`config.mk`:
```
export PLATFORM = sky130hd
export DESIGN_NAME = alu_arbiter
export DESIGN_NICKNAME = d
export VERILOG_FILES = /design/src/rtl/alu_arbiter.sv
export SDC_FILE = /design/constraint.sdc
export NUM_CORES = 1
export LEC_CHECK = 0
export ABC_AREA = 1
export CAP_MARGIN = 20
export CORE_UTILIZATION = 44
export CTS_CLUSTER_DIAMETER = 50
export CTS_CLUSTER_SIZE = 24
export DETAILED_ROUTE_END_ITERATION = 8
export PLACE_DENSITY = 0.8
export SLEW_MARGIN = 20
export SYNTH_ARGS = -nofsm -noshare
export SYNTH_HDL_FRONTEND = slang
export SYNTH_SLANG_ARGS = --single-unit
```
`constraint.sdc`:
```
create_clock -name clk -period 1.3 [get_ports clk]
set_input_delay 0.13 -clock clk [delete_from_list [all_inputs] [get_ports clk]]
set_output_delay 0.13 -clock clk [all_outputs]
set_load 0.02 [all_outputs]
```
`src/rtl/alu_arbiter.sv`:
```
// Two-requester arbiter in front of a shared combinational ALU.
// A grant latches the winner's operands onto the ALU ports. The result is
// captured one cycle later. When both requesters ask at once, a round-robin
// pointer decides the winner.
module alu_arbiter #(
  parameter int FIRST_PRIO = 0
) (
  input  logic       clk,
  input  logic       reset,
  input  logic       req0,
  input  logic       req1,
  input  logic [3:0] Ain0,
  input  logic [3:0] Bin0,
  input  logic [3:0] Ain1,
  input  logic [3:0] Bin1,
  input  logic [2:0] ALUop0,
  input  logic [2:0] ALUop1,
  output logic [3:0] Ain,
  output logic [3:0] Bin,
  output logic [2:0] ALUop,
  input  logic [3:0] ALUout,
  output logic       gnt0,
  output logic       gnt1,
  output logic       done0,
  output logic       done1,
  output logic [3:0] Result,
  output logic       busy,
  output logic [7:0] opCount
);

  typedef enum logic {IDLE, EXEC} state_t;

  state_t state;
  logic   prio;
  logic   owner;
  logic   pick;

  // Winner selection: a lone requester wins outright; on a tie the pointer decides
  always_comb begin
    pick = 1'b0;
    if (req1 && (!req0 || prio)) pick = 1'b1;
  end

  // Arbitration FSM with registered ALU ports, pulses, result and counter
  always_ff @(posedge clk or posedge reset) begin
    if (reset) begin
      state   <= IDLE;
      prio    <= (FIRST_PRIO != 0);
      owner   <= 1'b0;
      Ain     <= 4'h0;
      Bin     <= 4'h0;
      ALUop   <= 3'b000;
      gnt0    <= 1'b0;
      gnt1    <= 1'b0;
      done0   <= 1'b0;
      done1   <= 1'b0;
      Result  <= 4'h0;
      busy    <= 1'b0;
      opCount <= 8'h00;
    end else begin
      gnt0  <= 1'b0;
      gnt1  <= 1'b0;
      done0 <= 1'b0;
      done1 <= 1'b0;
      case (state)
        IDLE: begin
          if (req0 || req1) begin
            owner <= pick;
            busy  <= 1'b1;
            state <= EXEC;
            if (pick) begin
              Ain   <= Ain1;
              Bin   <= Bin1;
              ALUop <= ALUop1;
              gnt1  <= 1'b1;
            end else begin
              Ain   <= Ain0;
              Bin   <= Bin0;
              ALUop <= ALUop0;
              gnt0  <= 1'b1;
            end
          end
        end
        EXEC: begin
          Result  <= ALUout;
          opCount <= opCount + 8'd1;
          prio    <= ~owner;
          busy    <= 1'b0;
          state   <= IDLE;
          if (owner) done1 <= 1'b1;
          else       done0 <= 1'b1;
        end
        default: state <= IDLE;
      endcase
    end
  end

endmodule
```
### Word-level counts from Yosys, hierarchy flattened

Index checks and enable logic that the tools add are counted.

| cells by class | value |
|---|---|
| $add $sub $neg | 1 |
| eq/ne operators | 1 |
| muxes and demuxes | 18 |
| bitwise gates (word level) | 2 |
| reductions and logical operators | 5 |

Operators with widths:

| kind | count |
|---|---|
| $mux W1 | 13 |
| $add A8 B1 Y8 const B | 1 |
| $mux W4 | 2 |
| $pmux W1 S2 | 2 |
| $mux W3 | 1 |
| $logic_or A1 B1 Y1 | 2 |
| $ne A2 B2 Y1 const B | 1 |
| $not A1 Y1 | 2 |
| $reduce_and A2 Y1 | 1 |
| $logic_and A1 B1 Y1 | 1 |
| $logic_not A1 Y1 | 1 |

| word-level totals | value |
|---|---|
| flip-flop bits (word level) | 31 |
| input port bits | 30 |
| output and inout bits | 28 |
| logic and storage cells | 40 |

### Longest topological paths before layout

Gate-level depths: netlist of the first run.

| depth | value |
|---|---|
| word-level depth | 7 |
| depth in mapped cells | 7 |
| mapped depth without buffers | 7 |

### Worst setup path before layout of the first run

OpenSTA, ideal clock, no wires.

| path | value |
|---|---|
| path kind | register to register |
| start point | register opCount[0] |
| end point | register opCount[6] |
| arrival time | 1.034 ns |
| required time | 1.187 ns |
| slack | 0.153 ns |
| stages on the path, launching flop included | 7 |
| period minus slack after synthesis | 1.147 ns |
| cell sequence | dfrtp_1 ha_1 nand2_4 nor2_4 nand3_1 nand2_1 inv_1 |

| between the ends | value |
|---|---|
| cells in the longest elaborated chain, start to end | 1 |

Ends and longest elaborated chain:

| what | RTL line | RTL |
|---|---|---|
| from (decl) | 28 | `output logic [7:0] opCount` |
| from (signal assigned) | 86 | `opCount <= opCount + 8'd1;` |
| $add A8 B1 Y8 | 86 |  |

No other way between the ends.
A chain may end at the register's enable or synchronous reset.

### Worst setup path after layout of the first run

| path | value |
|---|---|
| start point | register opCount[2] |
| end point | output port opCount[2] |

No word-level cell between the ends.

==> results.ini, run 1 <==
[sta]
worst_pin_slew_ns = 0.285
rsz0062_at_grt = false
tns_ns = 0
hold_ws_ns = 0.127
hold_viol = 0
skew_ns = 0.00586
slew_headroom_pct = 81.0
fmax_mhz = 816
finalWorstSetupSlack_ns = 0.0750
report.final.slew_viol_count = 0
min_period_ns = 1.23
setup-violations-final = 0
timing.final.crit_share_pct = 94.2

[layout]
num_antenna_cells = 0
fin_nets = 279
fin_cells = 294
drive_gt1_share_pct = 14.9
final_common_cell = nand2_1
mostFrequentLayoutCells = nand2_1, inv_1, dfrtp_1
stdcell_area_um2 = 2200
syn2layout_area_growth_pct = 42.9
fin_util_pct = 65.8

[synthesis]
muxShareOfSynthArea_pct = 0
synth_top_family_by_area = simple AND/OR/NAND/NOR gates
synth_area_per_cell_um2 = 8.40
ys_types = 22
postSynthCellCount = 183
synth-seq-cells = 31
syn_nets = 214
synth_compound_area_share_pct = 1.71
ys_seq_area_share_pct = 50.5
yosys.area_share.simple_pct = 32.9
synth_area_um2 = 1540
synth-xor-area-share_pct = 1.71
yosys.area_share.adder_pct = 0.814
yosysWarningCount = 0

[floorplan]
core_area_um2 = 3340
die_w_um = 61.1
num_io_pins = 58
initial_utilization_pct = 46.0
num_rows = 21
die_area_um2 = 3730
die_h_um = 61.1

[cts]
cts_tree = done
postCtsSetupBuffers = 0
clk_pin_slew_ns = 0.10
cts.sinks = 31
cts_buffer_depth = 2
cts_inserted_buffers = 5
clock_latency_ns = 0.32
htreeDepth = 2
cts_root_buf = clkbuf_4

[placed_design]
io_buffer_count = 57
place_area_um2 = 2170
place.gp.congestion = 0.744
dp_hpwl_mm = 2.40
dp_slack_ns = -0.0622
dp_cells = 287

[setup_path]
setup.worst_path.end_class = primary output
cp.required_ns = 1.17
path_max_fanout = 4
cpMaxStageDelayCell = dfrtp_1
crit_chain = dlygate4sd2_1
start_kind = register
crit_family = flip-flops
critPathKind = register to primary output
critical-path-max-stage-delay_ns = 0.42
crit_buf_inv = 1
arrival_ns = 1.10

[grt]
antenna_found_initial = 0
grt_max_degree = 32
grt.overflow.total = 0
grt_pass1_wl_mm = 5.46
grt_pass1_vias = 1329
track_usage_pct = 20.3

[detailed_routing]
initialDrtViolationCount = 27
wl_per_cell_um = 10.9
dr_total_vias = 1323
vias_per_cell = 4.50
drtAntennaViolNets = 0
drc = 0
dr.pass1.iters = 4
finalWirelength_mm = 3.20

[power_and_ir_drop]
power.total_mw = 3.14
ir_drop_uv = 542
leakage_nw = 1.23
power_density_nw_per_um2 = 1430

[hold_path]
hp-class = primary input to asynchronous set/reset pin

[outcome]
outcome = finished, final reports clean

[job]
cap_violations = 0

==> final cells by class <==
class | count | area (um^2)
fillers | 324 | 1140
clock buffers | 6 | 51.3
clock inverters | 1 | 5.00
repair buffers | 64 | 602
flip-flops and latches | 31 | 776
well taps | 46 | 57.6
inverters | 35 | 134
multi-input cells | 111 | 571
==> path summary, 6_finish.rpt <==
path / startpoint / endpoint / slack [ns] / cells after the start
worst min register to register: owner / done0 / 0.46 / 1
worst min-delay path: reset / ALUop[2] / 0.13 / 3
max in group asynchronous: reset / done0 / 1.00 / 3
worst max-delay path: opCount[2] / opCount[2] / 0.07 / 1
worst max register to register: state / opCount[6] / 0.13 / 6
min in group clk: ALUout[1] / Result[1] / 0.35 / 3
==> layer usage <==
layer / GRT usage [%] / wire length, um / share of wire [%]
met5: 0 / 0 / 0
met1: 23.5 / 1360 / 43
met2: 34.5 / 1550 / 49
met4: 6.82 / 38 / 1.2
met3: 7.98 / 240 / 7.5
==> worst min-delay path, stage by stage <==
cell and delay (ns):
clkdlybuf4s50_1 0.39, inv_1 0.09, buf_12 0.20
==> what timing repair did <==
item,in CTS,in global routing
gates resized for setup,28,1
hold buffers,0,0
setup endpoints to repair,28,1
==> registers in the layout, summed over array words and instances (netlist names) <==
name and cells:
opCount 8, done1 1, prio 1, gnt0 1
Ain 4, busy 1, Result 4, done0 1
owner 1, state 1, ALUop 3, gnt1 1
Bin 4
==> Yosys cell counts <==
master	instances	share of area (%)
a21oi_1	1	0.33
buf_12	1	1.3
buf_2	2	0.65
buf_4	2	0.98
buf_6	1	0.73
dfrtp_1	31	50
ha_1	1	0.81
inv_1	32	7.8
inv_2	2	0.49
inv_4	1	0.41
nand2_1	63	15
nand2_2	8	3.3
nand2_4	1	0.73
nand3_1	16	5.2
nand3_2	8	5.2
nand3b_1	2	0.98
nor2_1	4	0.98
nor2_2	1	0.41
nor2_4	1	0.73
o21ai_1	1	0.33
o21ai_4	1	1.1
xor2_1	3	1.7
==> power breakdown <==
group          switching (mW)  internal [mW]
registers               0.177           1.19
clock network           0.321          0.250
logic                   0.701          0.497
total                    1.20           1.94
==> cell families (layout without fill, tap and decap cells) <==
| logic type | count (synthesis) | after routing |
|---|---|---|
| DFF | 31 | 31 |
| adders and majority gates | 1 | 1 |
| AOI/OAI and AO/OA | 3 | 3 |
| and+or+nand+nor | 104 | 104 |
| buffers and inverters | 41 | 106 |
| xor gates and xnor gates | 3 | 3 |
Power figures use the tool's default switching activity.
==> run 2, diff against run 1 <==
Settings changed: CORE_UTILIZATION 44 to 47, PLACE_DENSITY 0.8 to 0.85, SLEW_MARGIN 20 to 0.
Clock period 1.3 ns to 1.5 ns, I/O delays scaled along.
==> run 2 against run 1 <==
Effect of this change: first-iteration DRC count grew to 2.8 times the previous value; combinational power shrank 7%; routed wire length shrank 4.2%; global-route usage grew 0.24 points; worst hold slack gained 0.091 ns; clock skew shrank 0.0024 ns; setup slack lost 0.027 ns; core utilization grew 6.1 points.
==> results.ini, run 2 (synthesis gave the netlist of run 1 again) <==
[setup_path]
crit_family = buffers and inverters  ; was flip-flops
path_max_fanout = 2  ; was 4
start_kind = register  ; unchanged
critPathKind = register to primary output  ; unchanged
crit_buf_inv = 1  ; unchanged
crit_chain = clkdlybuf4s50_1  ; was dlygate4sd2_1
setup.worst_path.end_class = primary output  ; unchanged
cpMaxStageDelayCell = clkdlybuf4s50_1  ; was dfrtp_1
cp.required_ns = 1.35  ; was 1.17 ns
critical-path-max-stage-delay_ns = 0.62  ; was 0.42 ns
arrival_ns = 1.30  ; was 1.10 ns

[placed_design]
place.gp.congestion = 0.706  ; was 0.744
dp_hpwl_mm = 2.27  ; was 2.40 mm
place_area_um2 = 2150  ; was 2170 um^2
io_buffer_count = 57  ; unchanged

[power_and_ir_drop]
ir_drop_uv = 597  ; was 542 uV
seqPwrFrac_pct = 42.8  ; was 43.6%
power_density_nw_per_um2 = 1250  ; was 1430 nW/um^2
leakage_nw = 1.23  ; about the same
p_clk_share_pct = 17.2  ; was 18.2%
combinationalPowerShare_pct = 39.9  ; was 38.2%
p_int_mw = 1.75  ; was 1.94 mW
p_switching_mw = 1.02  ; was 1.20 mW
switching_share_pct = 37.0  ; was 38.2%

[detailed_routing]
wl_per_cell_um = 10.5  ; was 10.9 um
dr_total_vias = 1313  ; was 1323
vias_per_cell = 4.51  ; was 4.50
initialDrtViolationCount = 75  ; was 27
finalWirelength_mm = 3.06  ; was 3.20 mm
dr.pass1.iters = 4  ; unchanged
drtAntennaViolNets = 0  ; unchanged
drc = 0  ; unchanged

[layout]
largest_reg_flops = 8  ; unchanged
num_antenna_cells = 0  ; unchanged
largest-register = opCount  ; unchanged
syn2layout_area_growth_pct = 44.1  ; was 42.9%
mostFrequentLayoutCells = nand2_1, clkdlybuf4s50_1, inv_1  ; was nand2_1, inv_1, dfrtp_1
fin_nets = 278  ; was 279
n_fill_cell = 264  ; was 324
stdcell_area_um2 = 2210  ; was 2200 um^2
drive_gt1_share_pct = 14.6  ; was 14.9%
final_common_cell = nand2_1  ; unchanged
fin_util_pct = 71.9  ; was 65.8%

[hold_path]
hp-class = primary input to asynchronous set/reset pin  ; unchanged

[floorplan]
initial_utilization_pct = 49.9  ; was 46.0%
num_io_pins = 58  ; unchanged
die_area_um2 = 3500  ; was 3730 um^2
die_w_um = 59.2  ; was 61.1 um
die_h_um = 59.2  ; was 61.1 um
core_area_um2 = 3080  ; was 3340 um^2
num_rows = 20  ; was 21

[cts]
clock_latency_ns = 0.32  ; about the same
cts.sinks = 31  ; unchanged
cts_root_buf = clkbuf_4  ; unchanged
htreeDepth = 2  ; unchanged
holdBufCountCts = 0  ; unchanged
cts_tree = done  ; unchanged
cts_buffer_depth = 2  ; unchanged
clk_pin_slew_ns = 0.09  ; was 0.10 ns
cts_inserted_buffers = 5  ; unchanged

[grt]
antenna_found_initial = 0  ; unchanged
grt.overflow.total = 0  ; unchanged
track_usage_pct = 20.6  ; was 20.3%
grt_max_degree = 32  ; unchanged
grt_pass1_wl_mm = 5.32  ; was 5.46 mm
grt_pass1_vias = 1282  ; was 1329

[sta]
skew_ns = 0.00341  ; was 0.00586 ns
fmax_mhz = 689
setup-violations-final = 0  ; unchanged
slew_headroom_pct = 75.1  ; was 81.0%
hold_viol = 0  ; unchanged
rsz0062_at_grt = false  ; unchanged
timing.final.crit_share_pct = 96.8
tns_ns = 0  ; unchanged
min_period_ns = 1.45
worst_pin_slew_ns = 0.374  ; was 0.285 ns
report.final.slew_viol_count = 0  ; unchanged

[outcome]
outcome = finished, final reports clean  ; unchanged

[job]
cap_violations = 0  ; unchanged

-- run 2: cell count changes in the layout (fill, tap and decap cells not counted) --
cell             change
buf_12               -1
clkdlybuf4s15_1      -1
clkdlybuf4s50_1     +18
dlygate4sd2_1       -22
dlymetal6s2s_1       +5
-- run 2: final timing paths --
path	from	end	slack, ns	cells past startpoint
min in group clk	ALUout[1]	Result[1]	0.38	3
hold / removal	reset	Ain[3]	0.22	3
setup / recovery	Ain[1]	Ain[1]	0.05	1
hold reg to reg	owner	done0	0.47	1
max in group asynchronous	reset	Result[1]	1.01	3
setup reg to reg	state	Ain[2]	0.34	5
-- run 2: what timing repair did --
item	CTS	global route
setup endpoints to repair	5	5
buffers inserted	0	0
pin swaps	0	0
gates resized for setup	5	5
-- run 2: metrics by stage --
stage	setup WS (ns)	total power [mW]	cells	hold WS, ns
3_3_place_gp	0.165	2.34	284	0.449
3_5_place_dp	0.107	2.37	284	0.452
2_1_floorplan	0.353	1.84	183	0.254
5_1_grt	0.00130	2.95	291	0.290
4_1_cts	0.00224	2.80	291	0.221
6_report	0.0480	2.77	291	0.217
-- run 2: power groups by stage --
stage | sequential [mW] | clock [mW] | combinational (mW)
floorplan | 1.40 | 0 | 0.434
global placement | 1.20 | 0 | 1.14
detailed placement | 1.20 | 0 | 1.17
CTS | 1.19 | 0.489 | 1.13
global route | 1.22 | 0.521 | 1.22
finish | 1.19 | 0.477 | 1.11
-- run 2: layout make-up --
type	count	area [um^2]	area share [%]
clock inverters	1	5.00	0.226
flip-flops and latches	31	776	35.0
inverters	35	134	6.05
clock buffers	6	51.3	2.32
well taps	44	55.1	2.49
multi-input cells	111	571	25.8
repair buffers	63	622	28.1
-- run 2: routing by layer --
layer / share of wire, % / global-route usage [%] / up-vias / routed length, um
met3: 7.4 / 5.68 / 5 / 228
met4: 1.6 / 8.84 / 0 / 48
met1: 43 / 23.6 / 586 / 1320
met2: 48 / 35.9 / 52 / 1470
li1: - / - / 670 / -
met5: 0 / 0 / - / 0
-- run 2: worst min-delay path, cell delays in order --
cell	delay, ns
clkdlybuf4s50_1	0.40
inv_1	0.06
buf_4	0.34
